**src/rtl/alu_shift_seq.sv**
```systemverilog
// alu_shift_seq: multi-cycle shift/rotate sequencer, one bit position per clock.
// Define ALU_SHIFT_RC_EN to make ops 2/3 rotate through carry; otherwise they alias ROL/ROR.
module alu_shift_seq #(
  parameter int WIDTH    = 16,
  parameter int CNT_MASK = 31
) (
  input  logic             clk_i,
  input  logic             reset_i,
  input  logic             start_i,
  input  logic [2:0]       op_i,
  input  logic             byte_mode_i,
  input  logic [WIDTH-1:0] data_in_i,
  input  logic [7:0]       count_in_i,
  input  logic             cf_in_i,
  output logic             busy_o,
  output logic             done_o,
  output logic [WIDTH-1:0] result_o,
  output logic             cf_out_o,
  output logic             of_out_o,
  output logic             flags_upd_o
);
  typedef enum logic [1:0] {IDLE, SHIFT, DONE} state_t;
  localparam logic [7:0]       MASK      = 8'(CNT_MASK);
  localparam logic [WIDTH-1:0] BYTE_MASK = WIDTH'(8'hff);
  state_t           state_q;
  logic [2:0]       op_q;
  logic             bm_q, om_q;
  logic [7:0]       rem_q;
  logic [WIDTH-1:0] val_q, result_q;
  logic             busy_q, done_q, cf_out_q, of_out_q, flags_upd_q;
`ifdef ALU_SHIFT_RC_EN
  logic             cf_q;
`endif
  logic [7:0]       n;
  logic [WIDTH-1:0] op_data, val_d;
  logic             msb, rot_in, fill, cf_d, fm, fm1, of_d;
  always_comb begin
    n       = count_in_i & MASK;
    op_data = byte_mode_i ? (data_in_i & BYTE_MASK) : data_in_i;
    msb     = bm_q ? val_q[7] : val_q[WIDTH-1];
    rot_in  = op_q[0] ? val_q[0] : msb;
`ifdef ALU_SHIFT_RC_EN
    fill    = op_q[2] ? (op_q[1] & op_q[0] & msb) : (op_q[1] ? cf_q : rot_in);
`else
    fill    = op_q[2] ? (op_q[1] & op_q[0] & msb) : rot_in;
`endif
    val_d   = op_q[0] ? (bm_q ? {{(WIDTH-8){1'b0}}, fill, val_q[7:1]} : {fill, val_q[WIDTH-1:1]})
                      : (bm_q ? {{(WIDTH-8){1'b0}}, val_q[6:0], fill} : {val_q[WIDTH-2:0], fill});
    cf_d    = op_q[0] ? val_q[0] : msb;
    fm      = bm_q ? val_d[7] : val_d[WIDTH-1];
    fm1     = bm_q ? val_d[6] : val_d[WIDTH-2];
    // left ops: msb^CF; ROR/RCR: top two bits; SHR: original msb; SAR: 0
    of_d    = !op_q[0] ? (fm ^ cf_d) : (op_q[2] ? (!op_q[1] & om_q) : (fm ^ fm1));
  end
  always_ff @(posedge clk_i or posedge reset_i) begin
    if (reset_i) begin
      state_q     <= IDLE;
      op_q        <= '0;
      bm_q        <= 1'b0;
      om_q        <= 1'b0;
      rem_q       <= '0;
      val_q       <= '0;
      result_q    <= '0;
      busy_q      <= 1'b0;
      done_q      <= 1'b0;
      cf_out_q    <= 1'b0;
      of_out_q    <= 1'b0;
      flags_upd_q <= 1'b0;
`ifdef ALU_SHIFT_RC_EN
      cf_q        <= 1'b0;
`endif
    end else begin
      done_q <= 1'b0;
      case (state_q)
        IDLE: if (start_i) begin
          op_q  <= op_i;
          bm_q  <= byte_mode_i;
          om_q  <= byte_mode_i ? data_in_i[7] : data_in_i[WIDTH-1];
          val_q <= op_data;
          rem_q <= n;
`ifdef ALU_SHIFT_RC_EN
          cf_q  <= cf_in_i;
`endif
          if (n == 8'd0) begin
            state_q     <= DONE;
            done_q      <= 1'b1;
            result_q    <= op_data;
            cf_out_q    <= cf_in_i;
            of_out_q    <= 1'b0;
            flags_upd_q <= 1'b0;
          end else begin
            state_q <= SHIFT;
            busy_q  <= 1'b1;
          end
        end
        SHIFT: begin
          val_q <= val_d;
          rem_q <= rem_q - 8'd1;
`ifdef ALU_SHIFT_RC_EN
          cf_q  <= cf_d;
`endif
          if (rem_q == 8'd1) begin
            state_q     <= DONE;
            busy_q      <= 1'b0;
            done_q      <= 1'b1;
            result_q    <= val_d;
            cf_out_q    <= cf_d;
            of_out_q    <= of_d;
            flags_upd_q <= 1'b1;
          end
        end
        default: state_q <= IDLE;
      endcase
    end
  end
  assign busy_o      = busy_q;
  assign done_o      = done_q;
  assign result_o    = result_q;
  assign cf_out_o    = cf_out_q;
  assign of_out_o    = of_out_q;
  assign flags_upd_o = flags_upd_q;
endmodule

```
**config.mk**
```make
export PLATFORM = sky130hd
export DESIGN_NAME = alu_shift_seq
export DESIGN_NICKNAME = d
export VERILOG_FILES = /design/src/rtl/alu_shift_seq.sv
export SDC_FILE = /design/constraint.sdc
export NUM_CORES = 1
export LEC_CHECK = 0
export CAP_MARGIN = 0
export CORE_MARGIN = 3
export CORE_UTILIZATION = 53
export CTS_BUF_LIST = sky130_fd_sc_hd__clkbuf_2 sky130_fd_sc_hd__clkbuf_4 sky130_fd_sc_hd__clkbuf_8
export DETAILED_ROUTE_END_ITERATION = 6
export PLACE_DENSITY = 0.86
export SLEW_MARGIN = 25
export SYNTH_ARGS = -nofsm -noshare
export SYNTH_HDL_FRONTEND = slang
export SYNTH_SLANG_ARGS = --single-unit
```
**constraint.sdc**
```tcl
create_clock -name clk_i -period 2.5 [get_ports clk_i]
set_clock_uncertainty 0.05 [all_clocks]
set_input_delay 0.25 -clock clk_i [delete_from_list [all_inputs] [get_ports clk_i]]
set_output_delay 0.25 -clock clk_i [all_outputs]
set_load 0.02 [all_outputs]
```
==> results.cfg <==
[grt]
grt_usage_pct = 21.4
grt_pass1_vias = 1961
grt_overflow = 0
grt_max_degree = 30
antenna_found_initial = 0
grt_pass1_wl_um = 9300

[floorplan]
fp.dieH_um = 75.5
ios = 53
core_um2 = 4500
dieArea_um2 = 5690
core.rowCount = 24
initial_utilization_pct = 56.8
die_x_um = 75.5

[drt]
drcViolationCount = 0
dr.first_iter.drc_count = 172
route.vias.total = 2054
viasPerCell = 5.79
antenna_left = 0
firstDrtPassIters = 4
wl_per_cell_um = 15.8
totalWireLength_um = 5620

[sta]
finalMaxSlewViolations = 0
setup_viol = 0
rsz0062_at_grt = no
fin_hold_ws_ns = 0.284
fin_ws_ns = 0.470
period_needed_ns = 2.03
final_hold_viol_count = 0
finalSetupTns_ns = 0
fmax_mhz = 492
relSlewSlack_pct = 59.3
worst_pin_slew_ns = 0.609
timing.final.crit_share_pct = 81.2

[critical_path]
crit_type = reg2reg
worstPathArrival_ns = 2.17
crit_slowest_cell = dfrtp_1
worstPathRequired_ns = 2.64
end_kind = flop
cp-start-kind = flop
cp_cell_sequence = inv_1, ha_1, nor3b_1, nand3_1, o31ai_4, buf_12, mux2_1
cpPeakStageDelay_ns = 0.38
worstPathMaxFanout = 29

[finish]
layout_commonest_cell = dfrtp_1
final_cell_mix = 52 x dfrtp_1, 49 x clkdlybuf4s50_1, 30 x nand2_1, 26 x nor2_1, 20 x a21oi_1
final_cells = 355
design_area_um2 = 3210
fin_util_pct = 71.2
diodes = 0
drive_gt1_share_pct = 11.9
n_fill_cell = 329
areaGrowthSynthToFinish_pct = 25.4
layout.nets = 336

[pwr]
power_mw = 4.23
ir_drop_mv = 0.732
p_leak_nw = 1.38
power_frac_seq_pct = 37.9
comb_power_share_pct = 51.0
clkPwrFrac_pct = 11.1
power_switching_mw = 1.74
p_sw_share_pct = 41.1
p_int_mw = 2.49
p_per_area_nw_per_um2 = 1320

[min_path]
hp-class = in2async

[cts]
clock-sinks = 52
clk_latency_ns = 0.31
cts_made_buffers = 5
tritoncts = yes
hold_buffers = 0
postCtsSetupRepairBufs = 0
cts_root_buffer = clkbuf_8
ctsResizeCount = 0
cts_buffer_depth = 2
htree_levels = 2
clk_pin_slew_ns = 0.09

[synthesis]
yosysUniqueCellTypes = 38
yosysSeqAreaShare_pct = 50.9
syn_inst = 252
ys_async_sr_fraction_pct = 100
syn-num-nets = 286
synth_edf_count = 0
syn_avg_cell_area_um2 = 10.1
ys.warnings.count = 0
dominantRegCellSynth = dfrtp_1
netlist_area_um2 = 2560
ys_ff_latch = 52

[outcome]
status = completed

[place]
placedInstanceArea_um2 = 3120
dp_hpwl_um = 4110
io_buffers = 49
pre_cts_slack_ns = 0.264
dp_cells = 347
gp_congestion = 0.862

[flow_run]
drv_cap = 0
## layer usage
metal / vias to the layer above / track usage [%] / share of wire [%] / wire [µm]
met5: - / 0 / 0 / 0
met3: 6 / 3.83 / 4.8 / 272
met4: 0 / 5.44 / 1.0 / 59
met2: 60 / 35.2 / 49 / 2760
li1: 987 / - / - / -
met1: 1001 / 29.6 / 45 / 2530
## logic make-up after synthesis
| kind of cell | count (synthesis) | synth area share [%] |
|---|---|---|
| compound gates | 62 | 15.2 |
| xor+xnor | 4 | 1.37 |
| fa+ha+maj | 2 | 0.978 |
| buf+inv | 21 | 4.11 |
| flops | 52 | 50.9 |
| mux | 32 | 13.7 |
| simple gates | 79 | 13.8 |
## final cells by class
class                   instances  area (µm²)  share of cell area (%)
clock buffers                   5        68.8                    2.15
clock inverters                 3        18.8                   0.585
inverters                       7        26.3                   0.819
multi-input cells             179        1150                    35.9
flip-flops and latches         52        1300                    40.6
well taps                      52        65.1                    2.03
repair buffers                 57         576                    17.9
## final timing paths
kind / start / to / slack [ns] / cells after the start
setup / recovery: rem_q[1] / result_o[4] / 0.47 / 7
hold / removal: reset_i / state_q[0] / 0.28 / 2
setup reg to reg: rem_q[1] / result_o[4] / 0.47 / 7
hold reg to reg: busy_o / busy_o / 0.44 / 2
max in group asynchronous: reset_i / rem_q[6] / 1.56 / 3
min in group clk_i: op_i[1] / op_q[1] / 0.42 / 3
## state kept, by name, indices dropped and copies added (netlist names)
name and count:
bm_q 1, busy_o 1, cf_out_o 1, done_o 1, flags_upd_o 1, of_out_o 1, om_q 1, op_q 3
rem_q 8, result_o 16, state_q 2, val_q 16
## Yosys cell counts, types with 2 or more instances
library cell,number,area (µm²)
dfrtp_1,52,1300
nand2_1,30,113
nor2_1,26,97.6
a21oi_1,20,100
o21ai_0,19,95.1
mux2_2,16,180
nand3_1,9,45.0
a22oi_1,8,60.1
mux2_1,8,90.1
mux2i_1,8,80.1
inv_1,7,26.3
buf_2,6,30.0
clkbuf_1,5,18.8
nand2b_1,4,25.0
a31oi_1,3,18.8
nor3_1,3,15.0
buf_6,2,22.5
ha_1,2,25.0
o211ai_1,2,15.0
o221ai_1,2,17.5
xnor2_1,2,17.5
xor2_1,2,17.5
## worst max-delay path: cells and delay by family, from the launching register on
family | cells | cell delay, ns
AND/OR/NAND/NOR | 2 | 0.52
multiplexers | 1 | 0.34
flip-flops | 1 | 0.38
buffers and inverters | 2 | 0.30
AO/OA/AOI/OAI | 1 | 0.14
adder cells (fa/ha/maj) | 1 | 0.16
## power groups by stage
stage | Clock [mW] | Combinational (mW) | Sequential [mW]
floorplan | 0 | 1.33 | 1.69
global placement | 0 | 2.08 | 1.59
detailed placement | 0 | 2.15 | 1.61
CTS | 0.475 | 2.16 | 1.60
global route | 0.513 | 2.38 | 1.66
finish | 0.471 | 2.16 | 1.60
No activity file was read; power rests on OpenSTA's default activity.
